File: src/rtl/jpeg_fifo_out_if.sv
// Handshake bundle between the entropy coder and the output packer.
// The master side writes 24-bit chunks; the slave side returns packed words.
interface jpeg_fifo_out_if;
    logic        enable;
    logic [23:0] data_in;
    logic [31:0] JPEG_bitstream;
    logic        data_ready;
    logic [4:0]  orc_reg;

    modport master (
        output enable,
        output data_in,
        input  JPEG_bitstream,
        input  data_ready,
        input  orc_reg
    );

    modport slave (
        input  enable,
        input  data_in,
        output JPEG_bitstream,
        output data_ready,
        output orc_reg
    );
endinterface

File: src/rtl/jpeg_fifo_out.sv
// JPEG output packer: 24-bit chunks through a FIFO into 32-bit MSB-first words.
// Define FIFO_OUT_BYTE_STUFF_EN to insert 0x00 after every 0xFF byte.
module jpeg_fifo_out #(
    parameter int FIFO_DEPTH = 16
) (
    input logic             clk,
    input logic             rst,
    jpeg_fifo_out_if.slave  bus
);
    localparam int AW = $clog2(FIFO_DEPTH);

    logic [23:0] mem_q [FIFO_DEPTH];
    logic [AW:0] wr_ptr_q, wr_ptr_d;
    logic [AW:0] rd_ptr_q, rd_ptr_d;
    logic [79:0] acc_q, acc_d;
    logic [6:0]  cnt_q, cnt_d;
    logic [31:0] word_q, word_d;
    logic        rdy_q, rdy_d;

    logic        empty, full, pop, push;
    logic [79:0] acc_e;
    logic [6:0]  cnt_e;
    logic [23:0] head;
    logic [47:0] exp_bits;
    logic [6:0]  exp_len;

    assign empty = (wr_ptr_q == rd_ptr_q);
    assign full  = (wr_ptr_q[AW] != rd_ptr_q[AW]) &&
                   (wr_ptr_q[AW-1:0] == rd_ptr_q[AW-1:0]);
    assign head  = mem_q[rd_ptr_q[AW-1:0]];

`ifdef FIFO_OUT_BYTE_STUFF_EN
    always_comb begin
        logic [7:0] b;
        b        = 8'h00;
        exp_bits = '0;
        exp_len  = '0;
        for (int i = 0; i < 3; i++) begin
            b        = head[23-8*i -: 8];
            exp_bits = exp_bits | ({b, 40'b0} >> exp_len);
            // the stuffed 0x00 is the zero fill left below each 0xFF
            exp_len  = exp_len + ((b == 8'hFF) ? 7'd16 : 7'd8);
        end
    end
`else
    assign exp_bits = {head, 24'b0};
    assign exp_len  = 7'd24;
`endif

    always_comb begin
        acc_e  = acc_q;
        cnt_e  = cnt_q;
        word_d = word_q;
        rdy_d  = 1'b0;
        if (cnt_q >= 7'd32) begin
            word_d = acc_q[79:48];
            rdy_d  = 1'b1;
            acc_e  = {acc_q[47:0], 32'b0};
            cnt_e  = cnt_q - 7'd32;
        end

        pop  = !empty && (cnt_e <= 7'd31);
        push = bus.enable && (!full || pop);

        acc_d = acc_e;
        cnt_d = cnt_e;
        if (pop) begin
            acc_d = acc_e | ({exp_bits, 32'b0} >> cnt_e);
            cnt_d = cnt_e + exp_len;
        end

        wr_ptr_d = wr_ptr_q + (push ? 1'b1 : 1'b0);
        rd_ptr_d = rd_ptr_q + (pop ? 1'b1 : 1'b0);
    end

    always_ff @(posedge clk) begin
        if (rst) begin
            wr_ptr_q <= '0;
            rd_ptr_q <= '0;
            acc_q    <= '0;
            cnt_q    <= '0;
            word_q   <= '0;
            rdy_q    <= 1'b0;
        end else begin
            wr_ptr_q <= wr_ptr_d;
            rd_ptr_q <= rd_ptr_d;
            acc_q    <= acc_d;
            cnt_q    <= cnt_d;
            word_q   <= word_d;
            rdy_q    <= rdy_d;
        end
    end

    // Storage needs no reset; the pointers define validity.
    always_ff @(posedge clk) begin
        if (!rst && push) begin
            mem_q[wr_ptr_q[AW-1:0]] <= bus.data_in;
        end
    end

    assign bus.JPEG_bitstream = word_q;
    assign bus.data_ready     = rdy_q;
    assign bus.orc_reg        = cnt_q[4:0];
endmodule

File: src/flat_wrapper.sv
// flat-port wrapper written by rule: the top's interface ports become plain ports
module jpeg_fifo_out_flat 
#(
    parameter int FIFO_DEPTH = 16
)
  (clk, rst, bus_enable, bus_data_in, bus_JPEG_bitstream, bus_data_ready, bus_orc_reg);
  jpeg_fifo_out_if bus_i ();
  input logic clk;
  input logic rst;
  input wire logic [$bits(bus_i.enable)-1:0] bus_enable;
  input wire logic [$bits(bus_i.data_in)-1:0] bus_data_in;
  output wire logic [$bits(bus_i.JPEG_bitstream)-1:0] bus_JPEG_bitstream;
  output wire logic [$bits(bus_i.data_ready)-1:0] bus_data_ready;
  output wire logic [$bits(bus_i.orc_reg)-1:0] bus_orc_reg;
  assign bus_i.enable = bus_enable;
  assign bus_i.data_in = bus_data_in;
  assign bus_JPEG_bitstream = bus_i.JPEG_bitstream;
  assign bus_data_ready = bus_i.data_ready;
  assign bus_orc_reg = bus_i.orc_reg;
  jpeg_fifo_out #(.FIFO_DEPTH(FIFO_DEPTH)) u_core (.clk(clk), .rst(rst), .bus(bus_i));
endmodule
File: config.mk
export PLATFORM = sky130hd
export DESIGN_NAME = jpeg_fifo_out_flat
export DESIGN_NICKNAME = d
export VERILOG_FILES = /design/src/rtl/jpeg_fifo_out_if.sv /design/src/rtl/jpeg_fifo_out.sv /design/src/flat_wrapper.sv
export SDC_FILE = /design/constraint.sdc
export NUM_CORES = 1
export LEC_CHECK = 0
export BUFFER_PORTS_ARGS = -buffer_cell sky130_fd_sc_hd__buf_2
export CAP_MARGIN = 20
export CORE_UTILIZATION = 45
export CTS_CLUSTER_DIAMETER = 120
export CTS_CLUSTER_SIZE = 24
export DETAILED_ROUTE_END_ITERATION = 16
export PLACE_DENSITY = 0.59
export RECOVER_POWER = 25
export SYNTH_ARGS = -nofsm -noshare
export SYNTH_HDL_FRONTEND = slang
export SYNTH_SLANG_ARGS = --single-unit
File: constraint.sdc
create_clock -name clk -period 10.5 [get_ports clk]
set_clock_uncertainty 0.15 [all_clocks]
set_input_delay 1.05 -clock clk [delete_from_list [all_inputs] [get_ports clk]]
set_output_delay 1.05 -clock clk [all_outputs]
set_load 0.005 [all_outputs]
==> results.md, run 1 <==
- The clock tree from TritonCTS is yes.
- The worst register-to-register path has a depth of 7.
- The layout net count is 1440.
- The overall via count from detail_route is 11900.
- CTS saw 511 sinks.
- Summed over all nets, the switching power comes to 1.49 mW.
- The number of placed instances with taps included is about 2000.
- The post-layout utilization of the core is 0.492.
- The final hold violation count is 0.
- The share of total power dissipated in combinational logic is 0.271.
- Clock latency on the worst-skew pair, taken at its later pin, is about 0.57 ns.
- The fraction of layout instances using a drive strength above 1 is 0.182.
- In the routed design, unresolved DRC markers number 0.
- The category of the worst setup path capture point is a register.
- In this run the vertical extent of the chip is 217 um.
- The total global routing track utilization is 0.224.
- The die is 217 um wide.
- The floorplan has 78 rows.
- The worst min-delay path category is register to register.
- STA classifies the critical path startpoint as a register.
- The leakage power of the design is between 7 and 8 nW.
- The startpoint of the most critical setup path is u_core.rd_ptr_q[0]$_SDFF_PP0_.
- The via count of the first global-routing pass came to 11500.
- Data on the critical path is required at its endpoint by 10.88 ns.
- The global routing stage identified its most utilized layer as met2.
- The destination of the worst register-to-register timing path is u_core.acc_q[62]$_SDFF_PP0_.
- At the end of routability-driven placement, the weighted congestion stood at 0.864.
- The count of yosys warnings during synthesis is 0.
- Cell internal power was estimated by the tool at between 3 and 4 mW.
- The worst hold path passes through 2 cells.
- The total of hold buffers inserted after clock tree synthesis is 0.
- The count of filler cells inserted in the layout is 3882.
- The number of I/O port buffers is 61.
- The detailed-route wire length is about 53000 um.
- The flow ran to the end, and the final reports show no timing, DRC or antenna violations.
- The proportion of total power due to net switching is 0.314.
- Summing every instance area after synthesis gives 20800 um2.
- In this run the clock root is driven by a sky130_fd_sc_hd__clkbuf_16.
- The share of total power dissipated in the clock network is 0.226.
- The main flop type after synthesis is sky130_fd_sc_hd__edfxtp_1.
- The multi-input combinational cell area is around 6300 um2.
- The first global-routing pass estimated between 70000 and 80000 um of wire.
- The minimum setup slack among reg-to-reg paths is 6.04 ns.
- Entering global routing, the biggest net connects 91 pins.
- Post-CTS repair changed the size of 0 cells.
- From synthesis to final layout, the design area changed by 7.40%.
- Dividing total power by cell area gives a power density of 212 nW/um2.
- Subtracting the final worst setup slack from the clock period gives between 4 and 5 ns.
- The sequential standard cell area is 14100 um2.
- In the post-synthesis netlist, the biggest area contributors are sky130_fd_sc_hd__edfxtp_1, sky130_fd_sc_hd__dfxtp_1, sky130_fd_sc_hd__mux4_2.
- For this block, the initial DRC count from the detailed router was between 1000 and 1500.
- The detail-routed via count per cell is 5.87.
- The highest clock frequency the design can meet is 224 MHz.
- Setup repair after global routing left no endpoint under its margin.
- The half-perimeter wire length after detailed placement is 32600 um.
- The antenna violation net count after detailed routing is 0.
- The portion of synthesized cell area occupied by the leading cell type is 0.554.
- The worst-path maximum fanout is 52.
- For this run, global-route usage on met1 was measured as 0.317.
- The clock slew seen by the registers of the worst setup and hold paths is about 0.1 ns.
- The overall die area is roughly 47000 um2.
- The capture endpoint of the worst hold path is u_core.bus.JPEG_bitstream[15]$_SDFFE_PP0N_.
- The worst pin sits at a relative slew slack of 0.254.
- The total overflow reported by the global router is 0.
- The number of antenna violations at the first check in global routing was 0.
- Total power for the finished layout comes to 4.74 mW.
- Of the total power, registers draw 0.503.
- The number of flops mapped to enable cells by yosys is 384.
- The number of antenna diodes in the final layout is 0.
- The number of endpoints failing setup at the final stage is 0.
- The reg-to-reg startpoint is u_core.rd_ptr_q[0]$_SDFF_PP0_.
- The average instance in the mapped netlist occupies 15.0 um2.
- The type of the setup path with the least slack is register to register.
- The worst-case IR drop observed on VDD is 0.123 mV.
- The worst hold path begins at u_core.bus.JPEG_bitstream[15]$_SDFFE_PP0N_.
- In the post-synthesis netlist, the cell with the most instances is sky130_fd_sc_hd__edfxtp_1.
- Sorting the synthesized cells by how often they occur yields sky130_fd_sc_hd__edfxtp_1, sky130_fd_sc_hd__nand2_1, sky130_fd_sc_hd__dfxtp_1.
- Synthesis instantiated 57 different standard cells from the library.
- The post-synthesis sequential area ratio is 0.676.
- The CTS buffer count is 25.
- The number of maximum-capacitance violations is 0.
- For this configuration, the core starts out at a cell density of 0.458.
- The proportion of register bits with asynchronous set or reset after synthesis is 0.
- Data arrives at the worst endpoint at 4.84 ns.
- The cell count after synthesis came out at about 1400.
- The floorplan step defined a core boundary enclosing 45500 um2.
- Before antenna repair, the detailed router went through 5 iterations.
- The total number of H-tree levels is 1.
- The post-CTS repair timing setup buffer count is 0.
- The number of max-slew violations in the final report is 0.
- The period utilization is 0.425.
- The detailed-route wire length per cell is around 26 um.
- The leading area contributor after synthesis is sky130_fd_sc_hd__edfxtp_1.
- At the pin with the least slew margin, the transition time is 1.12 ns.
- The maximum root-to-sink buffer count is 3.
- For this run, global-route usage on met3 was measured as 0.0334.
- For met2 alone, demand over resource in global routing was 0.359.
- For the final routed database, the setup TNS stands at 0 ns.
- Synthesis inferred 511 register bits.
- The post-route non-filler standard cell count is 2026.
- The number of placed I/O pins is 65.
metal layers:
layer	up-vias	part of all wire
li1	5369	-
met1	6075	0.45
met2	374	0.47
met3	75	0.058
met4	0	0.028
met5	-	0
critical path, cell delays in order (launching register included):
cell	delay, ns
sky130_fd_sc_hd__dfxtp_4	0.86
sky130_fd_sc_hd__buf_4	0.76
sky130_fd_sc_hd__buf_4	0.80
sky130_fd_sc_hd__mux4_2	0.36
sky130_fd_sc_hd__mux2i_1	0.18
sky130_fd_sc_hd__o2bb2ai_1	0.20
sky130_fd_sc_hd__nor4_1	0.78
sky130_fd_sc_hd__a221o_1	0.26
power groups by stage:
stage / Clock, mW / Combinational (mW) / Sequential [mW]
2_1_floorplan: 0 / 0.985 / 2.35
3_3_place_gp: 0 / 1.28 / 2.43
4_1_cts: 1.10 / 1.29 / 2.39
6_report: 1.07 / 1.29 / 2.39
3_5_place_dp: 0 / 1.28 / 2.43
5_1_grt: 1.16 / 1.38 / 2.40
sequential cells by signal, summed over array words and instances (netlist names):
signal	flops
u_core.rd_ptr_q	5
u_core.bus.JPEG_bitstream	32
u_core.cnt_q	4
u_core.bus.data_ready	1
u_core.wr_ptr_q	5
u_core.acc_q	80
u_core.mem_q	384
worst max path at each step:
stage | endpoint | slack, ns | cells after the start
after CTS | u_core.acc_q[62]$_SDFF_PP0_ | 5.94 | 7
after global placement | u_core.acc_q[62]$_SDFF_PP0_ | 6.01 | 7
final | u_core.acc_q[62]$_SDFF_PP0_ | 6.04 | 7
after floorplan | u_core.mem_q[0][0]$_DFFE_PP_ | 6.12 | 4
after detailed placement | u_core.acc_q[62]$_SDFF_PP0_ | 5.96 | 7
after global routing | u_core.acc_q[62]$_SDFF_PP0_ | 5.70 | 7
layout make-up:
type	instances	share of cell area
Timing Repair Buffer	92	0.0232
Multi-Input combinational cell	774	0.281
Clock inverter	1	0.000895
Sequential cell	511	0.629
Tap cell	600	0.0336
Clock buffer	44	0.0311
Inverter	4	0.000671
through the flow:
step | hold WS, ns | setup slack, ns | cell area (um2)
after floorplan | 0.286 | 6.12 | 20800
after global placement | 0.287 | 6.01 | 21700
after detailed placement | 0.293 | 5.96 | 21700
after CTS | 0.304 | 5.94 | 22400
after global routing | 0.323 | 5.70 | 22400
final | 0.302 | 6.04 | 22400
kinds of logic after synthesis:
group | share of synthesized area
DFF | 0.676
and+or+nand+nor | 0.0763
AOI/OAI and AO/OA | 0.0726
muxes | 0.141
buffers and inverters | 0.0259
xor gates and xnor gates | 0.00547
adders and majority gates | 0.00300
other | 0.000180
layout by cell type (no fill, tap or decap), types with 8 or more instances in the layout:
| cell | count |
|---|---|
| sky130_fd_sc_hd__nor2_1 | 41 |
| sky130_fd_sc_hd__nand4_1 | 9 |
| sky130_fd_sc_hd__edfxtp_1 | 384 |
| sky130_fd_sc_hd__nand2_1 | 142 |
| sky130_fd_sc_hd__nor3_1 | 11 |
| sky130_fd_sc_hd__buf_2 | 46 |
| sky130_fd_sc_hd__buf_4 | 31 |
| sky130_fd_sc_hd__a211oi_1 | 17 |
| sky130_fd_sc_hd__clkbuf_16 | 25 |
| sky130_fd_sc_hd__a22oi_1 | 17 |
| sky130_fd_sc_hd__mux2_2 | 55 |
| sky130_fd_sc_hd__nor2_2 | 13 |
| sky130_fd_sc_hd__a21oi_1 | 46 |
| sky130_fd_sc_hd__xor2_1 | 9 |
| sky130_fd_sc_hd__o22ai_1 | 43 |
| sky130_fd_sc_hd__o2bb2ai_1 | 14 |
| sky130_fd_sc_hd__a22o_1 | 12 |
| sky130_fd_sc_hd__dfxtp_1 | 123 |
| sky130_fd_sc_hd__mux4_2 | 64 |
| sky130_fd_sc_hd__a31oi_1 | 9 |
| sky130_fd_sc_hd__nand2b_1 | 11 |
| sky130_fd_sc_hd__o21ai_0 | 20 |
| sky130_fd_sc_hd__clkbuf_1 | 34 |
| sky130_fd_sc_hd__and3_1 | 33 |
| sky130_fd_sc_hd__nor2b_1 | 32 |
| sky130_fd_sc_hd__o221ai_1 | 8 |
| sky130_fd_sc_hd__mux2i_1 | 80 |
Note: power is estimated with default switching activity, not from simulation.
==> inputs of run 2 (changes only) <==
ABC_AREA = 1   (was default)
PLACE_DENSITY = 0.61   (was 0.59)
clock period = 4.1 ns   (was 10.5 ns; I/O delays follow)
==> run 2 against run 1 <==
Against the previous run:
- via count rose by 25%
- routed wire length rose by 3.2%
- worst setup slack got worse by 4.7 ns
- fmax rose by 60%
- first-iteration DRC count rose by 16%
- clock power rose to 2.6 times the previous value
- final cell count rose by 43%
- die area rose by 3.9%
- combinational power rose to 3.2 times the previous value
- synthesized area rose by 3.9%
- global-route usage barely moved
- clock-buffer cell count fell by 2
- critical path type unchanged
- largest power group unchanged
==> results.md, run 2 <==
- The worst-path maximum fanout was 78 (+50%).
- The number of remaining DRC errors is 0 (unchanged).
- The starting utilization of the core area is 0.454 (-0.00369).
- The iteration-0 DRC count of the detailed router is 1401 (+16%).
- The number of I/O port buffers is 61 (unchanged).
- The sink count of the clock tree is 511 (unchanged).
- The synthesized-area fraction occupied by ao, oa, aoi and oai cells was 0.0322 (-0.0404).
- The proportion of register bits with asynchronous set or reset after synthesis is 0 (unchanged).
- The net switching power figure is 4.68 mW (+210%).
- The total global routing track utilization came to 0.223 (-0.000351).
- The overall via count from detail_route was 14900 (+25%).
- The antenna violation net count after detailed routing came to 0 (unchanged).
- The number of standard-cell rows in the floorplan is 80 (+2.6%).
- The final hold violation count is 0 (unchanged).
- The post-cts gate resize count is 0 (unchanged).
- The proportion of synthesized area in mux cells was 0.000925 (-0.140).
- The startpoint type of the worst setup path is a register.
- The total chip power is 13.0 mW (+170%).
- The post-synthesis cell area is 21600 um2 (+3.9%).
- The clock slew seen by the registers of the worst setup and hold paths is 0.10 ns (about the same).
- The number of library cell types mapped by synthesis is 29 (-49%).
- The library cell used most frequently in the layout, excluding fill and tap cells, is sky130_fd_sc_hd__nand2_1.
- The count of TritonRoute iterations in the first routing pass is 7 (+2).
- The die boundary width was 221 um (+1.9%).
- The startpoint of the most critical setup path is u_core.rd_ptr_q[1]$_SDFF_PP0_.
- The count of filler cells inserted in the layout came to 4472 (+15%).
- The sequential standard cell area was 14100 um2 (unchanged).
- The simple logic cell fraction of the synthesized area is 0.222 (+0.146).
- The shortest clock period the worst path allows after layout was 2.80 ns (-1.67 ns).
- The detailed-route wire length was 54400 um (+3.2%).
- The worst IR drop on VDD is 0.345 mV (+180%).
- The largest incremental delay on the critical path is 0.89 ns (+0.03 ns).
- The number of flops mapped to enable cells by yosys came to 384 (unchanged).
- The number of endpoints failing setup at the final stage was 0 (unchanged).
- The via count of the first global-routing pass is 14100 (+23%).
- The signal on the critical path passes through buf_4 -> nand3_1 -> nand3_1 -> nand3_1 -> nand3_1 -> nand3_1 -> a21oi_1.
- The buffer type at the clock tree root is sky130_fd_sc_hd__clkbuf_16.
- The cell that appears most often on the critical path is sky130_fd_sc_hd__nand3_1.
- The number of placed instances with taps included is 2861 (+44%).
- The CTS buffer count is 25 (unchanged).
- The post-route non-filler standard cell count came to 2904 (+43%).
- The detailed-route wire length per cell is 18.7 um (-28%).
- The slew of the pin with the lowest slew margin is 1.05 ns (-0.0665 ns).
- The data arrival at the endpoint of the critical path came to 3.16 ns (-1.68 ns).
- The post-synthesis sequential area ratio is 0.650 (-0.0255).
- The startpoint identified for the worst hold timing path is bus_data_in[1].
- The post-synthesis share of cell area spent on full adders, half adders and majority gates was 0.00289 (-0.000113).
- The pin count of the biggest net entering global routing is 92 (+1.1%).
- The portion of synthesized cell area occupied by the leading cell type is 0.533 (-0.0209).
- The part of the power in combinational logic was 0.313 (+0.042).
- The area growth from synthesis to layout is 7.12%.
- The main combinational cell family by area after synthesis is simple AND/OR/NAND/NOR gates.
- The number of instances in the synthesized netlist is 2271 (+64%).
- The multi-input combinational cell area is 5770 um2 (-8.3%).
- The run finished with clean final reports.
- The final RePlAce weighted congestion is 0.850 (-1.6%).
- The slowest stage of the critical path belongs to the cell sky130_fd_sc_hd__buf_4.
- The first-pass GRT wire length was 83700 um (+8.3%).
- The total of hold buffers inserted after clock tree synthesis is 0 (unchanged).
- The count of yosys warnings during synthesis is 0 (unchanged).
- The critical path is of the register to register type.
- The number of antenna violations at the first check in global routing was 1 (+1).
- The relative contribution of sequential cells to total power is 0.472 (-0.031).
- The fraction of layout instances using a drive strength above 1 was 0.0690 (-0.113).
- The post-CTS repair timing setup buffer count came to 0 (unchanged).
- The register bit total from synthesis was 511 (unchanged).
- The xor and xnor fraction of the mapped netlist area is 0.00364 (-0.00182).
- TritonCTS built the clock tree.
- Setup repair after global routing left no endpoint under its margin.
- The startpoint identified for the worst register-to-register timing path is u_core.rd_ptr_q[1]$_SDFF_PP0_.
- The leakage power of the design is 9.71 nW (+35%).
- The setup TNS was 0 ns (unchanged).
- The total overflow reported by the global router is 0 (unchanged).
- In the post-synthesis netlist, the biggest area contributors are sky130_fd_sc_hd__edfxtp_1, sky130_fd_sc_hd__nand2_1, sky130_fd_sc_hd__dfxtp_1.
- The detail-routed via count per cell is 5.12 (-13%).
- The proportion of total power due to net switching is 0.359 (+0.0456).
- The share of total power in the clock network is 0.215 (-0.011).
- The total internal power is 8.33 mW (+160%).
- The highest clock frequency the design can meet is 358 MHz (+60%).
- The overall die area is 49000 um2 (+3.9%).
- The worst endpoint required time was 4.46 ns (-6.42 ns).
- The layout net count is 2305 (+60%).
- By count the netlist is led by sky130_fd_sc_hd__nand2_1, sky130_fd_sc_hd__edfxtp_1, sky130_fd_sc_hd__nand3_1.
- The power per standard cell area is 561 nW/um2 (+160%).
- The total number of H-tree levels is 1 (unchanged).
- In the post-synthesis netlist, the cell with the most instances is sky130_fd_sc_hd__nand2_1.
- The later-pin clock latency in the skew report is 0.58 ns (about the same).
- The period utilization is 0.682 (+0.257).
- The number of max-slew violations in the final report is 0 (unchanged).
- The average instance area after synthesis is 9.53 um2 (-37%).
- The maximum root-to-sink buffer count is 3 (unchanged).
- The top cell types in the final layout, fill and taps aside, are sky130_fd_sc_hd__nand2_1, sky130_fd_sc_hd__edfxtp_1, sky130_fd_sc_hd__nand3_1, sky130_fd_sc_hd__inv_1, sky130_fd_sc_hd__dfxtp_1.
- The category of the worst setup path capture point is a register.
- The leading area contributor after synthesis is sky130_fd_sc_hd__edfxtp_1.
- The number of placed I/O pins came to 65 (unchanged).
- The half-perimeter wire length after detailed placement is 32500 um (-0.33%).
- The flip-flop count of the largest register after layout was 384 (unchanged).
- The core region area came to 47600 um2 (+4.8%).
- The die height is 221 um (+1.9%).
- The relative slew slack is 0.300 (+0.0451).
- The main flop type after synthesis is sky130_fd_sc_hd__edfxtp_1.
- The worst min-delay path category is primary input to register.
- The number of maximum-capacitance violations is 0 (unchanged).
- The number of antenna cells inserted was 0 (unchanged).
-- run 2: changes by cell type after synthesis, moves of 33 or more --
| cell | change |
|---|---|
| sky130_fd_sc_hd__o21ai_0 | +53 |
| sky130_fd_sc_hd__mux2i_1 | -78 |
| sky130_fd_sc_hd__nor2_1 | +55 |
| sky130_fd_sc_hd__nand2_1 | +601 |
| sky130_fd_sc_hd__mux2_2 | -55 |
| sky130_fd_sc_hd__nand3_1 | +290 |
| sky130_fd_sc_hd__mux4_2 | -64 |
| sky130_fd_sc_hd__inv_1 | +280 |
| sky130_fd_sc_hd__o22ai_1 | -42 |
| sky130_fd_sc_hd__and3_1 | -33 |
-- run 2: per-stage QoR --
stage	hold slack [ns]	worst slack, ns	instance area (um2)	utilization
finish	0.0697	1.30	23200	0.487
global route	0.0704	1.10	23200	0.487
CTS	0.0176	1.32	23200	0.487
detailed placement	0.276	1.34	22500	0.472
global placement	0.273	1.36	22500	0.472
floorplan	0.266	1.38	21700	-
-- run 2: routing by layer --
metal / wire length [um] / track usage / share of wire / vias to the layer above
met1: 23700 / 0.307 / 0.44 / 7079
li1: - / - / - / 7268
met4: 1740 / 0.0753 / 0.032 / 2
met3: 3600 / 0.0312 / 0.066 / 76
met2: 25300 / 0.365 / 0.47 / 442
met5: 15 / 0 / 0.00028 / -
-- run 2: power groups by stage --
stage	logic, mW	clock network [mW]	registers (mW)
detailed placement	4.08	0	6.26
floorplan	3.11	0	6.16
global placement	4.05	0	6.25
CTS	4.10	2.85	6.15
finish	4.07	2.79	6.15
global route	4.62	3.02	6.19
-- run 2: kinds of logic after synthesis --
| family | after synthesis |
|---|---|
| AO/OA/AOI/OAI | 139 |
| XOR/XNOR | 9 |
| adder cells (fa/ha/maj) | 5 |
| buffers and inverters | 434 |
| flip-flops | 511 |
| multiplexers | 2 |
| other | 1 |
| AND/OR/NAND/NOR | 1170 |
-- run 2: final timing paths --
check	to	slack, ns	cells after the start
max reg2reg	u_core.acc_q[42]$_SDFF_PP0_	1.30	7
min reg2reg	u_core.acc_q[17]$_SDFF_PP0_	0.29	2
max	u_core.acc_q[42]$_SDFF_PP0_	1.30	7
min	u_core.mem_q[2][1]$_DFFE_PP_	0.07	1
-- run 2: layout make-up --
| type | count | share of cell area |
|---|---|---|
| clock inverters | 1 | 0.000863 |
| multi-input cells | 1328 | 0.249 |
| flip-flops and latches | 511 | 0.607 |
| clock buffers | 42 | 0.0297 |
| repair buffers | 101 | 0.0304 |
| well taps | 615 | 0.0332 |
| inverters | 306 | 0.0497 |
-- run 2: worst max-delay path, delay by kind of cell (launching register included) --
kind	cells	cell delay, ns
AOI/OAI and AO/OA	1	0.18
buffers and inverters	1	0.89
DFF	1	0.60
and+or+nand+nor	5	0.86
==> inputs of run 3 (changes only) <==
PLACE_DENSITY = 0.59   (was 0.61)
clock period = 2.7 ns   (was 4.1 ns; I/O delays follow)
==> run 3 against run 2 <==
Against the previous run:
- worst setup slack got worse by 0.96 ns
- worst hold slack better by 0.032 ns
- sequential power increased by 51%
- routed wire length fell by 0.97%
- die area stayed put
- non-clock buffer count grew 30
- clock-buffer cell count rose by 1
==> results.md, run 3 (same netlist as run 2, synthesis figures left out) <==
- The flow ran to the end, and the final reports show no timing, DRC or antenna violations.
- The number of remaining DRC errors was 0 (unchanged).
- The met2 layer usage reported by global route is 0.361 (-0.00438).
- The count of TritonRoute iterations in the first routing pass is 5 (-2).
- The cell count of the worst hold path came to 3 (+2).
- The shortest clock period the worst path allows after layout is 2.35 ns (-0.444 ns).
- The minimum setup slack among reg-to-reg paths was 0.35 ns (-0.96 ns).
- The count of filler cells inserted in the layout is 4441 (-0.69%).
- The core region area is 47600 um2 (unchanged).
- The area growth from synthesis to layout is 8.94%.
- The met1 track demand over resource in global routing came to 0.307 (about the same).
- STA classifies the critical path startpoint as a register.
- The maximum root-to-sink buffer count is 3 (unchanged).
- The number of placed instances with taps included was 2870 (+0.31%).
- The worst-path maximum fanout came to 70 (-10%).
- The most used routing layer is met2.
- The fraction of layout instances using a drive strength above 1 was 0.0724 (+0.00339).
- The antenna violation net count after detailed routing is 0 (unchanged).
- The library cell used most frequently in the layout, excluding fill and tap cells, is sky130_fd_sc_hd__nand2_1.
- The worst IR drop on VDD is 0.621 mV (+80%).
- The number of max-slew violations in the final report is 0 (unchanged).
- The half-perimeter wire length after detailed placement is 34300 um (+5.5%).
- The layout net count is 2335 (+1.3%).
- The number of standard-cell rows in the floorplan was 80 (unchanged).
- The highest clock frequency the design can meet was 425 MHz (+19%).
- The worst setup slack after layout came to 0.349 ns (-0.956 ns).
- The met3 track demand over resource is 0.0327 (+0.00146).
- The tightest min-delay check is of the primary input to register type.
- The number of endpoints failing setup at the final stage was 0 (unchanged).
- The sink count of the clock tree is 511 (unchanged).
- The later-pin clock latency in the skew report was 0.58 ns (about the same).
- The period utilization is 0.871 (+0.189).
- The number of maximum-capacitance violations is 0 (unchanged).
- The total placed instance area was 22700 um2 (+0.79%).
- The detail-routed via count per cell is 5.07 (-0.87%).
- Broken down by cell family, the worst path's largest delay share belongs to simple AND/OR/NAND/NOR gates.
- The leakage power of the design is 9.88 nW (+1.8%).
- The root buffer cell chosen for the clock tree is sky130_fd_sc_hd__clkbuf_16.
- The overall die area is 49000 um2 (unchanged).
- The largest incremental delay on the critical path is 0.66 ns (-0.23 ns).
- The flip-flop count of the largest register after layout was 384 (unchanged).
- The die boundary width was 221 um (unchanged).
- The final hold violation count is 0 (unchanged).
- The data arrival at the endpoint of the critical path is 2.69 ns (-0.47 ns).
- The number of antenna violations at the first check in global routing came to 0 (-1).
- The post-route non-filler standard cell count was 2935 (+1.1%).
- The CTS buffer count is 25 (unchanged).
- The category of the worst setup path capture point is a register.
- The first-pass GRT wire length came to 83400 um (-0.34%).
- The worst endpoint required time came to 3.04 ns (-1.42 ns).
- The power per standard cell area came to 852 nW/um2 (+52%).
- The pin count of the biggest net entering global routing was 142 (+54%).
- The starting utilization of the core area was 0.454 (unchanged).
- The worst-case reg-to-reg path depth is 10 (+3).
- The clock slew seen by the registers of the worst setup and hold paths is 0.10 ns (about the same).
- The worst hold path begins at rst.
- By startpoint and endpoint, the worst setup path is classified as register to register.
- The count of buffering cells on the critical path with inverters included was 2 (+1).
- The detailed-route wire length per cell is 18.3 um (-2.0%).
- The critical path goes through buf_4 -> nor2_1 -> o21ai_1 -> nand3_1 -> nand3_1 -> nand3_1 -> nand3_1 -> nand3_1 -> nand2_1 -> inv_1.
- Setup repair after global routing left no endpoint under its margin.
- The total overflow reported by the global router is 0 (unchanged).
- Leaving out fill and tap cells, the most frequent cells in the layout are sky130_fd_sc_hd__nand2_1, sky130_fd_sc_hd__edfxtp_1, sky130_fd_sc_hd__nand3_1, sky130_fd_sc_hd__inv_1, sky130_fd_sc_hd__dfxtp_1.
- The final RePlAce weighted congestion is 0.833 (-2.1%).
- The clock tree from TritonCTS is yes.
- The final cell area excluding filler cells came to 23600 um2 (+1.7%).
- The destination of the worst register-to-register timing path is u_core.acc_q[63]$_SDFF_PP0_.
- The number of placed I/O pins is 65 (unchanged).
- The number of I/O port buffers is 61 (unchanged).
- The total global routing track utilization came to 0.222 (-0.00172).
- By instance count, the cell type seen most on the critical path is sky130_fd_sc_hd__nand3_1.
- The number of antenna cells inserted is 0 (unchanged).
- The relative slew slack is 0.268 (-0.0318).
- The sequential standard cell area is 14100 um2 (unchanged).
- The multi-input combinational cell area is 5730 um2 (-0.69%).
- The overall via count from detail_route is 14900 (+0.19%).
- The die height was 221 um (unchanged).
- The cell with the biggest individual delay on the critical path is sky130_fd_sc_hd__buf_4.
- For hold timing, the worst endpoint is u_core.acc_q[11]$_SDFF_PP0_.
- The iteration-0 DRC count of the detailed router is 1277 (-8.9%).
- The reg-to-reg startpoint is u_core.rd_ptr_q[1]$_SDFF_PP0_.
- The slew of the pin with the lowest slew margin is 1.10 ns (+0.0478 ns).
- The total number of H-tree levels was 1 (unchanged).
- The total chip power is 20.1 mW (+54%).
- The via count of the first global-routing pass was 14300 (+1.0%).
- The worst slack at placement came to 0.384 ns (-0.959 ns).
- The detailed-route wire length is 53800 um (-0.97%).
- The post-CTS repair timing setup buffer count is 0 (unchanged).
[run 3: changes by cell type in the layout (fill, tap and decap cells not counted), sizes merged]
cell and change:
dlygate4sd3 +21, buf +10
[run 3: stage by stage]
| step | setup TNS (ns) | utilization | hold slack (ns) |
|---|---|---|---|
| floorplan | -7.63 | - | 0.219 |
| global placement | 0 | 0.475 | 0.273 |
| detailed placement | 0 | 0.476 | 0.275 |
| CTS | 0 | 0.495 | 0.00627 |
| global route | 0 | 0.495 | 0.106 |
| finish | 0 | 0.495 | 0.102 |
[run 3: where the power goes]
group,internal [mW],leakage [nW],switching [mW]
Sequential,8.99,4.50,0.293
Combinational,1.99,5.04,4.63
Clock,1.78,0.339,2.42
[run 3: final cells by class]
type	count	area share
sequential	511	0.597
multi-input combinational	1328	0.243
inverter	306	0.0489
timing repair buffer	131	0.0481
tap	615	0.0326
clock buffer	43	0.0294
clock inverter	1	0.000849
[run 3: repair_timing]
| action | in CTS | in global routing |
|---|---|---|
| hold buffers | 21 | 0 |
| resized for setup | 0 | 0 |
| endpoints found under the hold margin | 310 | 0 |
[run 3: how the worst max path moves through the flow]
stage / from / to / slack, ns / cells after the start
6_report: u_core.rd_ptr_q[1]$_SDFF_PP0_ / u_core.acc_q[63]$_SDFF_PP0_ / 0.35 / 10
5_1_grt: u_core.rd_ptr_q[0]$_SDFF_PP0_ / u_core.acc_q[55]$_SDFF_PP0_ / 0.15 / 11
4_1_cts: u_core.rd_ptr_q[1]$_SDFF_PP0_ / u_core.acc_q[63]$_SDFF_PP0_ / 0.37 / 10
3_5_place_dp: u_core.rd_ptr_q[1]$_SDFF_PP0_ / u_core.acc_q[63]$_SDFF_PP0_ / 0.38 / 10
3_3_place_gp: u_core.rd_ptr_q[3]$_SDFF_PP0_ / u_core.acc_q[50]$_SDFF_PP0_ / 0.28 / 10
2_1_floorplan: u_core.rd_ptr_q[0]$_SDFF_PP0_ / u_core.mem_q[0][0]$_DFFE_PP_ / -0.02 / 8
[run 3: worst register-to-register path, cell delays in order, from the launching register on]
cell	delay, ns
sky130_fd_sc_hd__dfxtp_4	0.38
sky130_fd_sc_hd__buf_4	0.66
sky130_fd_sc_hd__nor2_1	0.13
sky130_fd_sc_hd__o21ai_1	0.11
sky130_fd_sc_hd__nand3_1	0.15
sky130_fd_sc_hd__nand3_1	0.27
sky130_fd_sc_hd__nand3_1	0.16
sky130_fd_sc_hd__nand3_1	0.10
sky130_fd_sc_hd__nand3_1	0.07
sky130_fd_sc_hd__nand2_1	0.06
sky130_fd_sc_hd__inv_1	0.04
[run 3: per-layer routing]
| metal | routed length (um) | vias up | part of all wire |
|---|---|---|---|
| met1 | 24300 | 7114 | 0.45 |
| met3 | 3090 | 64 | 0.057 |
| met2 | 24800 | 386 | 0.46 |
| met5 | 0 | - | 0 |
| met4 | 1660 | 0 | 0.031 |
| li1 | - | 7331 | - |
